`src/rtl/decoder.sv`:
```
// Instruction decoder: combinational field slicing plus a one-cycle
// registered decode (ALU select, write-back control, immediate).
// Optional feature macro: DECODER_EXT_OPS_EN adds SUB/AND/OR/SLT R-type
// decoding by function code and the ANDI/ORI immediate opcodes.
module decoder (
  input  logic        Clk,
  input  logic        Rst,
  input  logic [31:0] IC,
  input  logic        Vld,
  output logic [5:0]  op,
  output logic [4:0]  rs,
  output logic [4:0]  rt,
  output logic [4:0]  rd,
  output logic [4:0]  sh,
  output logic [5:0]  fn,
  output logic        VldQ,
  output logic [3:0]  AluOp,
  output logic        WrEn,
  output logic [4:0]  WrReg,
  output logic        UseImm,
  output logic [31:0] ImmSx,
  output logic        Illegal
);

  localparam logic [3:0] ALU_ADD = 4'd0;
  localparam logic [3:0] ALU_SUB = 4'd1;
  localparam logic [3:0] ALU_AND = 4'd2;
  localparam logic [3:0] ALU_OR  = 4'd3;
  localparam logic [3:0] ALU_SLT = 4'd4;
  localparam logic [3:0] ALU_NOP = 4'd15;

  localparam logic [5:0] OP_RTYPE = 6'h00;
  localparam logic [5:0] OP_ADDI  = 6'h08;
  localparam logic [5:0] OP_ANDI  = 6'h0C;
  localparam logic [5:0] OP_ORI   = 6'h0D;

  // Field slices are pure wiring: no latency, independent of reset.
  assign op = IC[31:26];
  assign rs = IC[25:21];
  assign rt = IC[20:16];
  assign rd = IC[15:11];
  assign sh = IC[10:6];
  assign fn = IC[5:0];

  logic [3:0]  w_alu;
  logic        w_wr;      // instruction writes a register (before r0 filter)
  logic [4:0]  w_wrreg;
  logic        w_useimm;
  logic [31:0] w_imm;
  logic        w_ill;

  logic        r_vldq;
  logic [3:0]  r_alu;
  logic        r_wren;
  logic [4:0]  r_wrreg;
  logic        r_useimm;
  logic [31:0] r_imm;
  logic        r_ill;

  // Decode the current word; unsupported words fall through to the defaults.
  always_comb begin
    w_alu    = ALU_NOP;
    w_wr     = 1'b0;
    w_wrreg  = 5'd0;
    w_useimm = 1'b0;
    w_imm    = {{16{IC[15]}}, IC[15:0]};
    w_ill    = 1'b1;
    case (op)
      OP_RTYPE: begin
`ifdef DECODER_EXT_OPS_EN
        w_ill = 1'b0;
        case (fn)
          6'h20:   w_alu = ALU_ADD;
          6'h22:   w_alu = ALU_SUB;
          6'h24:   w_alu = ALU_AND;
          6'h25:   w_alu = ALU_OR;
          6'h2A:   w_alu = ALU_SLT;
          default: w_ill = 1'b1;
        endcase
        if (!w_ill) begin
          w_wr    = 1'b1;
          w_wrreg = rd;
        end
`else
        w_alu   = ALU_ADD;
        w_wr    = 1'b1;
        w_wrreg = rd;
        w_ill   = 1'b0;
`endif
      end
      OP_ADDI: begin
        w_alu    = ALU_ADD;
        w_wr     = 1'b1;
        w_wrreg  = rt;
        w_useimm = 1'b1;
        w_ill    = 1'b0;
      end
`ifdef DECODER_EXT_OPS_EN
      OP_ANDI, OP_ORI: begin
        w_alu    = (op == OP_ANDI) ? ALU_AND : ALU_OR;
        w_wr     = 1'b1;
        w_wrreg  = rt;
        w_useimm = 1'b1;
        w_imm    = {16'd0, IC[15:0]};
        w_ill    = 1'b0;
      end
`endif
      default: ;
    endcase
  end

  // Registered decode: reset wins over Vld; Vld=0 holds the last decode.
  always_ff @(posedge Clk) begin
    if (Rst) begin
      r_vldq   <= 1'b0;
      r_alu    <= ALU_NOP;
      r_wren   <= 1'b0;
      r_wrreg  <= 5'd0;
      r_useimm <= 1'b0;
      r_imm    <= 32'd0;
      r_ill    <= 1'b0;
    end else begin
      r_vldq <= Vld;
      if (Vld) begin
        r_alu    <= w_alu;
        r_wren   <= w_wr && (w_wrreg != 5'd0);  // writes to r0 are dropped
        r_wrreg  <= w_wrreg;
        r_useimm <= w_useimm;
        r_imm    <= w_imm;
        r_ill    <= w_ill;
      end
    end
  end

  assign VldQ    = r_vldq;
  assign AluOp   = r_alu;
  assign WrEn    = r_wren;
  assign WrReg   = r_wrreg;
  assign UseImm  = r_useimm;
  assign ImmSx   = r_imm;
  assign Illegal = r_ill;

endmodule

```
`config.mk`:
```
export PLATFORM = sky130hd
export DESIGN_NAME = decoder
export DESIGN_NICKNAME = d
export VERILOG_FILES = /design/src/rtl/decoder.sv
export SDC_FILE = /design/constraint.sdc
export NUM_CORES = 1
export LEC_CHECK = 0
export CORE_UTILIZATION = 30
export CTS_CLUSTER_DIAMETER = 40
export DETAILED_ROUTE_END_ITERATION = 10
export GPL_ROUTABILITY_DRIVEN = 1
export PLACE_DENSITY = 0.81
export SYNTH_ARGS = -nofsm -noshare
export SYNTH_HDL_FRONTEND = slang
export SYNTH_SLANG_ARGS = --single-unit
```
`constraint.sdc`:
```
create_clock -name Clk -period 0.95 [get_ports Clk]
set_input_delay 0.095 -clock Clk [delete_from_list [all_inputs] [get_ports Clk]]
set_output_delay 0.095 -clock Clk [all_outputs]
set_load 0.1 [all_outputs]
```
==> flow_summary.ini <==
[status]
run_status = complete, but fails checks
violations = design-rule violations, negative setup slack

[die]
die_h_microns = 70.7
core_area_sq_um = 4440
io_pins = 112
die_area_sq_um = 4990
start_util_pct = 31.8
num_rows = 24
die_x_microns = 70.7

[clock_network]
clockBufferDepth = 2
cts_made_buffers = 3
h-tree-depth = 1
post_cts_buffers = 0
clk_pin_slew_ps = 90
clockRootBuffer = clkbuf_8
cts_sinks = 26
clk-insertion-delay-late_ps = 260
holdBufCountCts = 0
cts_tree = yes

[routing]
wl_microns = 4150
via_per_inst = 4.62
drt-pass1-iter-count = 7
drtIter0Drc = 39
ant_nets = 0
wire_per_inst_microns = 15.2
vias = 1260
post-route-drc-count = 18

[synth]
synthCells = 149
synth_ff_type = dfxtp_1
yosys-top-cells-count = 54 x buf_4, 26 x dfxtp_1, 26 x nor2_1
synth_top_area_share_pct = 36.8
synth_edf_count = 0
yosys-top-cells-area = dfxtp_1 37%, buf_4 29%, mux2i_1 11%
ys_warn_count = 0
ys_seq_elements = 26
synth.largest_area_cell = dfxtp_1
syn_nets = 184
async_flop_share_pct = 0
syn_area_sq_um = 1410
yosysMostFrequentCell = buf_4
syn-mean-instance-area_sq_um = 9.49
ys_types = 19
synth-seq-area-share_pct = 36.8

[place]
place_ws_ps = -539
port_buffers = 101
gp_congestion = 0.805
dp_hpwl_microns = 3270
placedInstanceArea_sq_um = 3040

[worst_setup_path]
crit_path_end = ImmSx[15]
cp_num_buf_inv = 2
crit_path_top_delay_cell = dfxtp_4
cp.required_ps = 850
cp_max_fo = 8
r2r_cells = 2
critPathTopFamily = flip-flops
timing.rr.end = WrEn
cp-startpoint = ImmSx[15]
crit_cells = 2
crit_path_max_incr_delay_ps = 400
worst-setup-path-type = register to output port
reg2reg_slack_ps = 180
critPathCaptureType = output port
r2r-start = WrEn
cp_cell_sequence = buf_16 -> buf_16
cp-start-kind = register
critical_path_arrival_ps = 1040
crit_top_cell = buf_16

[timing]
fin_worst_skew_ps = 0
max_freq_mhz = 878
worstMarginPinSlew_ps = 200
relSlewSlack_pct = 86.5
rsz0062_at_grt = true
setup_viol = 21
finalCriticalPeriod_ps = 1140
finalHoldViolCount = 0
tns_ps = -3160
layout_setup_ws_ps = -189
fin_crit_sh_pct = 120
drv_slew = 0

[global_routing]
antenna_found_initial = 0
grt_max_degree = 18
grt_pass1_wl_microns = 6710
first_global_vias = 1319
overflow = 0
grt_usage_pct = 17.3

[final_layout]
area_growth_pct = 125
fin_area_sq_um = 3180
antennaDiodeCount = 0
fin_util_pct = 71.5
fin_nets = 257
drive_gt1_share_pct = 64.7

[pwr]
power_density_nw_per_um2 = 1260
p_leak_nw = 1.39
ir_drop_mv = 1.06

[job]
drv_cap = 0

[min_path]
min-delay-path-class = input pin to output port
per-layer routing:
metal  wire length (microns)  share of wire [%]  global-route usage [%]  vias to the layer above
li1                        -                  -                       -                      598
met1                    1360                 33                    16.3                      587
met2                    2350                 57                    34.3                       63
met3                     301                7.3                    4.27                       12
met4                     132                3.2                    8.67                        0
met5                       0                  0                       0                        -
registers in the layout, summed over array words and instances (netlist names):
| register | count |
|---|---|
| ImmSx | 16 |
| VldQ | 1 |
| UseImm | 1 |
| WrReg | 5 |
| WrEn | 1 |
| Illegal | 1 |
| AluOp | 1 |
cells in the final DEF, fill, tap and decap left out, drive strengths merged:
cell / n
buf: 97
nor2: 26
dfxtp: 26
mux2i: 16
clkdlybuf4s50: 12
dlygate4sd2: 12
a32oi: 6
clkbuf: 6
mux2: 5
clkdlybuf4s15: 2
nand2: 2
clkinv: 2
nor2b: 1
nor4: 1
and2: 1
o21bai: 1
or4: 1
or4b: 1
o22ai: 1
a221oi: 1
nor3: 1
cells by family (layout without fill, tap and decap cells):
| kind of cell | count (synthesis) | after routing | share of synthesized area (%) |
|---|---|---|---|
| buffers and inverters | 59 | 131 | 30.0 |
| and+or+nand+nor | 34 | 34 | 11.7 |
| DFF | 26 | 26 | 36.8 |
| muxes | 21 | 21 | 15.3 |
| AOI/OAI and AO/OA | 9 | 9 | 6.19 |
area by class of cell:
type,count,area (sq um)
Timing Repair Buffer,126,2020
Fill cell,262,1270
Sequential cell,26,563
Multi-Input combinational cell,64,482
Tap cell,52,65.1
Clock buffer,3,41.3
Inverter,1,5.00
Clock inverter,1,3.75
repair_timing:
| item | CTS | global route |
|---|---|---|
| endpoints found under the setup margin | 57 | 26 |
| pin swaps | 2 | 5 |
| gates resized for setup | 36 | 9 |
| gates cloned | 1 | 0 |
report_power, final:
group	switching [mW]	internal, mW	total, mW	leakage (nW)
sequential	0.0532	1.14	1.19	0.224
combinational	1.38	0.824	2.20	1.15
clock	0.319	0.289	0.608	0.0231
total	1.75	2.25	4.00	1.39
worst reg2reg max path, cell delays in order (launching register included):
cell and delay, ps:
dfxtp_4 370, nand2_1 70, a221oi_2 250
stage by stage:
stage | cells | hold slack, ps | total power [mW]
2_1_floorplan | 149 | 241 | 2.76
3_3_place_gp | 268 | 191 | 3.36
3_5_place_dp | 268 | 191 | 3.38
4_1_cts | 273 | 191 | 4.04
5_1_grt | 273 | 190 | 4.14
6_report | 273 | 190 | 4.00
worst min-delay path by stage:
| stage | cells after the start | end | start |
|---|---|---|---|
| after floorplan | 2 | ImmSx[15] | IC[15] |
| after global placement | 0 | rs[1] | IC[22] |
| after detailed placement | 0 | rs[1] | IC[22] |
| after CTS | 0 | rs[1] | IC[22] |
| after global routing | 0 | rs[3] | IC[24] |
| final | 0 | rs[4] | IC[25] |
Power figures use the tool's default switching activity.
